## src/rtl/stopwatch_counter.sv

```systemverilog
// MM:SS stopwatch time base: button synchronisers, IDLE/RUN/PAUSE control, prescaled BCD count.
// Optional lap-freeze view enabled by defining STOPWATCH_LAP_EN.
module stopwatch_counter #(
  parameter int unsigned TICK_DIV    = 100_000_000,
  parameter int unsigned SYNC_STAGES = 2
) (
  input  logic       clk,
  input  logic       rst,
  input  logic       btn_ss,
  input  logic       btn_clr,
  output logic [3:0] d0,
  output logic [3:0] d1,
  output logic [3:0] d2,
  output logic [3:0] d3,
  output logic       running,
  output logic       wrap,
  output logic       lap
);

  localparam int unsigned PW = (TICK_DIV > 1) ? $clog2(TICK_DIV) : 1;
  localparam logic [PW-1:0] PMAX = PW'(TICK_DIV - 1);

  typedef enum logic [1:0] {IDLE, RUN, PAUSE} state_t;
  typedef logic [3:0][3:0] bcd4_t;

  state_t                 state, state_n;
  logic [SYNC_STAGES-1:0] ss_sync, clr_sync;
  logic                   ss_e, clr_e, ss_p, clr_p;
  logic [PW-1:0]          presc, presc_n;
  bcd4_t                  cnt, cnt_n, disp_n;
  logic                   tick, wrap_n;

  // Synchronise raw buttons and turn each rising edge into a registered one-cycle pulse
  always_ff @(posedge clk or negedge rst) begin
    if (!rst) begin
      ss_sync  <= '0;
      clr_sync <= '0;
      ss_e     <= 1'b0;
      clr_e    <= 1'b0;
      ss_p     <= 1'b0;
      clr_p    <= 1'b0;
    end else begin
      ss_sync  <= {ss_sync[SYNC_STAGES-2:0], btn_ss};
      clr_sync <= {clr_sync[SYNC_STAGES-2:0], btn_clr};
      ss_e     <= ss_sync[SYNC_STAGES-1];
      clr_e    <= clr_sync[SYNC_STAGES-1];
      ss_p     <= ss_sync[SYNC_STAGES-1] & ~ss_e;
      clr_p    <= clr_sync[SYNC_STAGES-1] & ~clr_e;
    end
  end

  // One-second step of the MM:SS cascade; even digits wrap at 9, odd digits at 5
  function automatic bcd4_t bcd_step(input bcd4_t c);
    bcd4_t r;
    logic  carry;
    r     = c;
    carry = 1'b1;
    for (int i = 0; i < 4; i++) begin
      if (carry) begin
        if (c[i] == (((i % 2) == 0) ? 4'd9 : 4'd5)) begin
          r[i] = 4'd0;
        end else begin
          r[i]  = c[i] + 4'd1;
          carry = 1'b0;
        end
      end
    end
    return r;
  endfunction

`ifdef STOPWATCH_LAP_EN
  logic  lap_q, lap_n;
  bcd4_t lapv, lapv_n;
`endif

  always_comb begin
    state_n = state;
    presc_n = presc;
    cnt_n   = cnt;
`ifdef STOPWATCH_LAP_EN
    lap_n   = lap_q;
    lapv_n  = lapv;
`endif
    tick    = (state == RUN) && (presc == PMAX);
    wrap_n  = tick && (cnt == 16'h5959);
    case (state)
      IDLE, PAUSE: begin
        // Clear beats start when both pulses arrive together
        if (clr_p) begin
          state_n = IDLE;
          presc_n = '0;
          cnt_n   = '0;
`ifdef STOPWATCH_LAP_EN
          lap_n   = 1'b0;
`endif
        end else if (ss_p) begin
          state_n = RUN;
        end
      end
      RUN: begin
        presc_n = tick ? '0 : PW'(presc + 1'b1);
        if (tick) cnt_n = bcd_step(cnt);
        if (ss_p) begin
          state_n = PAUSE;
`ifdef STOPWATCH_LAP_EN
        end else if (clr_p) begin
          lap_n = ~lap_q;
          if (!lap_q) lapv_n = cnt_n;
`endif
        end
      end
      default: state_n = IDLE;
    endcase
    disp_n = cnt_n;
`ifdef STOPWATCH_LAP_EN
    if (lap_n) disp_n = lapv_n;
`endif
  end

  always_ff @(posedge clk or negedge rst) begin
    if (!rst) begin
      state   <= IDLE;
      presc   <= '0;
      cnt     <= '0;
      running <= 1'b0;
      wrap    <= 1'b0;
      d0      <= 4'd0;
      d1      <= 4'd0;
      d2      <= 4'd0;
      d3      <= 4'd0;
    end else begin
      state   <= state_n;
      presc   <= presc_n;
      cnt     <= cnt_n;
      running <= (state_n == RUN);
      wrap    <= wrap_n;
      d0      <= disp_n[0];
      d1      <= disp_n[1];
      d2      <= disp_n[2];
      d3      <= disp_n[3];
    end
  end

`ifdef STOPWATCH_LAP_EN
  always_ff @(posedge clk or negedge rst) begin
    if (!rst) begin
      lap_q <= 1'b0;
      lapv  <= '0;
    end else begin
      lap_q <= lap_n;
      lapv  <= lapv_n;
    end
  end
  assign lap = lap_q;
`else
  assign lap = 1'b0;
`endif

endmodule

```

## config.mk

```make
export PLATFORM = sky130hd
export DESIGN_NAME = stopwatch_counter
export DESIGN_NICKNAME = d
export VERILOG_FILES = /design/src/rtl/stopwatch_counter.sv
export SDC_FILE = /design/constraint.sdc
export NUM_CORES = 1
export LEC_CHECK = 0
export CORE_UTILIZATION = 58
export CTS_CLUSTER_SIZE = 24
export DETAILED_ROUTE_END_ITERATION = 10
export MAX_ROUTING_LAYER = met4
export PLACE_DENSITY = 0.87
export SKIP_CTS_REPAIR_TIMING = 1
export SLEW_MARGIN = 20
export SYNTH_ARGS = -nofsm -noshare
export SYNTH_HDL_FRONTEND = slang
export SYNTH_SLANG_ARGS = --single-unit
```

## constraint.sdc

```tcl
create_clock -name clk -period 3.4 [get_ports clk]
set_clock_uncertainty 0.1 [all_clocks]
set_input_delay 0.34 -clock clk [delete_from_list [all_inputs] [get_ports clk]]
set_output_delay 0.34 -clock clk [all_outputs]
set_load 0.1 [all_outputs]
```

==> reports/metrics.yaml, run 1 <==
yosys.area.top_type_share: 0.471
worst_path_max_delay_cell: "or4b_1"
clock-root-buffer: "clkbuf_8"
syn_nets: 328
synth_area_leaders: "dfrtp_1 47%, ha_1 3.9%, o21ai_0 3.8%"
r2r_start: "presc[17]"
r2r_cells: 5
crit_path_end_kind: "flop"
worstPathRequired_ps: 3550
overflow: 0
fin_hold_ws_ps: 262
antenna_found_initial: 0
synth_commonest_cells: "55 x dfrtp_1, 28 x nand2_1, 22 x o21ai_0, 21 x nand3_1, 19 x clkbuf_1"
cp.depth: 5
grt_max_degree: 29
finalNonFillerCells: 396
tightest_slew_ps: 971
startpoint: "presc[17]"
drt_iter0_drc: 134
finalWirelength_mm: 6.38
rows: 25
area_growth_pct: 12.0
drive_above_1_share: 0.0638
start_util: 0.611
rsz0062_at_grt: "no"
cts_inserted_buffers: 5
drc: 0
synth_edf_count: 0
syn_area_um2: 2920
ant_nets: 0
cpMostUsedCell: "or4b_1"
crit_type: "flop to flop"
dieArea_um2: 5330
period_share: 0.830
power_leakage_nw: 1.35
core_um2: 4790
io-pin-count: 23
cp.arrival_ps: 2970
synth.distinct_cells: 46
hold_path.class: "flop to flop"
grt_pass1_wl_mm: 11.1
timing.fmax_ghz: 0.354
die-height_um: 73.0
min_period_ps: 2820
synth_top_area_cell: "dfrtp_1"
fin_nets: 342
crit_chain: "or4b_1 > or4_4 > or4b_1 > or4_1 > nand3_1"
ir_drop_v: 0.000555
first_global_vias: 2446
wl_per_cell_um: 16.1
synthCells: 315
drt_first_pass_iters: 4
cp_num_buf_inv: 0
p_per_area_nw_per_um2: 551
routed-via-count: 2486
min_from: "clr_sync[0]"
relSlewSlack: 0.351
finalSetupTns_ps: 0
cpPeakStageDelay_ps: 620
grtUsageTotal: 0.281
synth-seq-area-share: 0.471
finalWeightedCongestion: 0.816
yosysMostFrequentCell: "dfrtp_1"
critPathTopFamily: "simple AND/OR/NAND/NOR gates"
die_w_um: 73.0
clock_sinks: 55
cts_tree: "built"
ys.flop_type: "dfrtp_1"
slew_violations: 0
hold_violations: 0
yosysWarnings: 0
clockBufferDepth: 2
maxCapViolations: 0
whs_path_depth: 0
synthArstFlopShare: 1.00
num_antenna_cells: 0
ys_seq_elements: 55
start_kind: "flop"
critPathMaxFanout: 9
run_status: "finished, final reports clean"
dp_cells: 388
synth_area_per_cell_um2: 9.28
hpwl_mm: 4.33
setup_violations: 0
insertion_delay_ps: 310
via_per_inst: 6.28
clk_pin_slew_ps: 90
h-tree-depth: 2
port_buffers: 21
area by class of cell:
class | instances | area, µm²
flip-flops and latches | 55 | 1380
inverters | 10 | 37.5
clock inverters | 1 | 5.00
multi-input cells | 228 | 1420
repair buffers | 29 | 268
well taps | 67 | 83.8
fillers | 390 | 1510
clock buffers | 6 | 82.6
worst paths after layout:
kind                                to  slack [ps]
hold reg to reg            clr_sync[1]         260
setup / recovery               cnt[15]         580
hold / removal             clr_sync[1]         260
max in group asynchronous       cnt[3]        1890
min in group asynchronous   ss_sync[0]         500
setup reg to reg               cnt[15]         580
worst reg2reg max path, stage by stage, from the launching register on:
cell and delay, ps:
dfrtp_1 470, or4b_1 550, or4_4 510, or4b_1 620, or4_1 440, nand3_1 90
cell usage in the layout (no fill, tap or decap), types with 2 or more instances in the layout:
cell,Yosys,final
nand2_1,28,28
inv_1,10,10
clkbuf_8,0,6
o211ai_1,3,3
o31ai_1,7,7
nand2b_1,4,4
or2_2,2,2
o21ai_1,3,3
nor3_1,4,4
a31o_2,2,2
nand3b_1,5,5
a41oi_1,5,5
buf_4,1,7
o21ai_0,22,22
a31oi_1,17,16
dfrtp_1,55,55
and2_1,4,4
a21oi_1,16,16
and3_1,4,4
nor4_1,2,2
nor2b_1,4,4
nor2_1,15,15
or3_1,4,4
clkdlybuf4s50_1,0,20
nand3_1,21,21
or4b_1,2,2
a22o_1,4,4
o41ai_1,4,4
a21o_1,2,2
o21bai_1,2,2
mux2i_1,3,3
nand4_1,10,10
and4_1,9,9
ha_1,9,9
report_power, final:
| part | switching (mW) | internal, mW | total [mW] |
|---|---|---|---|
| Combinational | 0.479 | 0.178 | 0.657 |
| Clock | 0.203 | 0.160 | 0.363 |
| Sequential | 0.0735 | 0.709 | 0.783 |
cell families (layout without fill, tap and decap cells):
family / Yosys count / in the layout / share of synthesized area
flops: 55 / 55 / 0.471
simple gates: 124 / 124 / 0.235
mux: 3 / 3 / 0.0103
other cells: 1 / 1 / 0.00128
buf+inv: 32 / 46 / 0.0454
fa+ha+maj: 9 / 9 / 0.0385
compound gates: 91 / 91 / 0.199
sequential cells by signal, indices dropped and copies added, names as in the netlist:
signal / count
state: 2
ss_e: 1
ss_p: 1
ss_sync: 2
clr_e: 1
cnt: 16
clr_p: 1
wrap: 1
running: 1
clr_sync: 2
presc: 27
routing by layer:
layer / track usage / share of wire / vias to the layer above
li1: - / - / 1201
met1: 0.369 / 0.46 / 1213
met2: 0.437 / 0.48 / 61
met3: 0.0414 / 0.047 / 11
met4: 0.115 / 0.015 / 0
met5: - / 0 / -
metrics by stage:
step	worst slack (ps)	utilization	power, mW	cell area [µm²]
finish	577	0.684	1.80	3270
global placement	637	0.664	1.42	3180
detailed placement	602	0.664	1.45	3180
CTS	581	0.682	1.81	3260
floorplan	592	-	1.26	2920
global route	508	0.684	1.90	3270
No activity file was read; power rests on OpenSTA's default activity.
==> run 2, diff against run 1 <==
Clock period 3.4 ns to 2.72 ns, I/O delays scaled along.
==> run 2 against run 1 <==
  * Maximum frequency grew 7.6%
  * Largest cell class unchanged
  * The flow now finishes with violations (hold timing)
  * Via count grew 4.6%
  * Global-route usage about the same
  * Cell area grew 1.9%
  * Die area stayed put
  * Final cell count increased by 2.3%
  * Critical path type unchanged
  * Register-to-register slack worse by 480 ps
  * Non-clock buffer count up 8
==> reports/metrics.yaml, run 2 (synthesis results as in run 1) <==
ff_latch_area_um2: 1380  # about the same
period_share: 0.965  # was 0.830
fin_nets: 350  # was 342
drt_first_pass_iters: 5  # was 4
cp.arrival_ps: 2770  # was 2970 ps
slew_violations: 0  # unchanged
p_total_mw: 2.36  # was 1.80 mW
ir_drop_v: 0.000740  # was 0.000555 V
largest-register: "presc"  # unchanged
clockBufferDepth: 2  # unchanged
r2r_cells: 5  # unchanged
timing.final.ws_setup_ps: 95.9  # was 577 ps
rsz0062_at_grt: "no"  # unchanged
finalWirelength_mm: 6.50  # was 6.38 mm
drive_above_1_share: 0.151  # was 0.0638
clk_pin_slew_ps: 100  # was 90 ps
final_cell_mix: "53 x dfrtp_1, 33 x buf_4, 28 x nand2_1"  # was 55 x dfrtp_1, 28 x nand2_1, 22 x o21ai_0
crit_type: "flop to flop"  # unchanged
hpwl_mm: 4.49  # was 4.33 mm
via_per_inst: 6.42  # was 6.28
setup_violations: 0  # unchanged
first_global_vias: 2406  # was 2446
dp_cells: 397  # was 388
design_area_um2: 3340  # was 3270 µm²
hold_path.class: "input pin to asynchronous set/reset pin"  # was flop to flop
tightest_slew_ps: 822  # was 971 ps
num_antenna_cells: 0  # unchanged
layout.cells.most_common: "dfrtp_1"  # unchanged
overflow: 0  # unchanged
clock_sinks: 55  # unchanged
antenna_found_initial: 0  # unchanged
start_util: 0.611  # unchanged
die_w_um: 73.0  # unchanged
finalNonFillerCells: 405  # was 396
wl_per_cell_um: 16.0  # was 16.1 µm
rows: 25  # unchanged
hold_violations: 36  # was 0
grt_max_degree: 44  # was 29
largest_reg_flops: 27  # unchanged
drc: 0  # unchanged
cts_inserted_buffers: 5  # unchanged
routed-via-count: 2601  # was 2486
ant_nets: 0  # unchanged
finalWeightedCongestion: 0.870  # was 0.816
core_um2: 4790  # unchanged
cts_tree: "built"  # unchanged
worstPathRequired_ps: 2870  # was 3550 ps
maxCapViolations: 0  # unchanged
run_status: "complete, but fails checks"  # was finished, final reports clean
timing.fmax_ghz: 0.381  # was 0.354 GHz
multi_input_area_um2: 1420  # unchanged
dp_slack_ps: 149  # was 602 ps
violations: "hold timing"
place_area_um2: 3210  # was 3180 µm²
drt_iter0_drc: 246  # was 134
start_kind: "flop"  # unchanged
relSlewSlack: 0.452  # was 0.351
power_leakage_nw: 1.44  # was 1.35 nW
port_buffers: 21  # unchanged
fin_hold_ws_ps: -47.1  # was 262 ps
fin_util: 0.697  # was 0.684
clock-root-buffer: "clkbuf_8"  # unchanged
die-height_um: 73.0  # unchanged
dieArea_um2: 5330  # unchanged
area_growth_pct: 14.1  # was 12.0%
critPathMaxFanout: 3  # was 9
h-tree-depth: 2  # unchanged
p_per_area_nw_per_um2: 706  # was 551 nW/µm²
grtUsageTotal: 0.280  # was 0.281
grt_pass1_wl_mm: 11.1  # about the same
finalSetupTns_ps: 0  # unchanged
io-pin-count: 23  # unchanged
top_regs: "presc x27, cnt x16"  # unchanged
insertion_delay_ps: 310  # about the same
r2r_slack_ps: 100  # was 580 ps
crit_path_end_kind: "flop"  # unchanged
nFillCells: 371  # was 390
min_period_ps: 2620  # was 2820 ps
[run 2: cell types whose count changed in the layout (fill, tap and decap cells not counted), moves of 2 or more]
cell / before / now
dfrtp_1: 55 / 53
dfrtp_2: 0 / 2
buf_4: 7 / 33
clkdlybuf4s50_1: 20 / 2
[run 2: per-layer routing]
metal / wire length (µm) / part of all wire / track usage / vias to the layer above
met4: 125 / 0.019 / 0.115 / 0
met3: 445 / 0.068 / 0.0580 / 18
met5: 0 / 0 / - / -
li1: - / - / - / 1227
met2: 3110 / 0.48 / 0.433 / 119
met1: 2820 / 0.43 / 0.361 / 1237
[run 2: final timing paths]
kind                              from          end
min                                rst      cnt[14]
max in group asynchronous          rst    presc[14]
max                          presc[17]      cnt[15]
min reg2reg                clr_sync[0]  clr_sync[1]
min in group clk           clr_sync[0]  clr_sync[1]
max reg2reg                  presc[17]      cnt[15]
[run 2: layout make-up]
type | count | area share
well taps | 67 | 0.0251
clock inverters | 2 | 0.0116
flip-flops and latches | 55 | 0.413
clock buffers | 6 | 0.0248
multi-input cells | 228 | 0.426
inverters | 10 | 0.0113
repair buffers | 37 | 0.0878
[run 2: worst max-delay path, stage by stage, from the launching register on]
cell and delay (ps):
dfrtp_1 390, or4b_1 530, or4_4 510, or4b_1 500
or4_1 420, nand3_1 100
[run 2: report_power, final]
group | leakage [nW] | internal, mW | switching (mW) | total, mW
logic | 0.640 | 0.213 | 0.598 | 0.812
clock network | 0.0618 | 0.303 | 0.265 | 0.568
registers | 0.739 | 0.888 | 0.0884 | 0.976
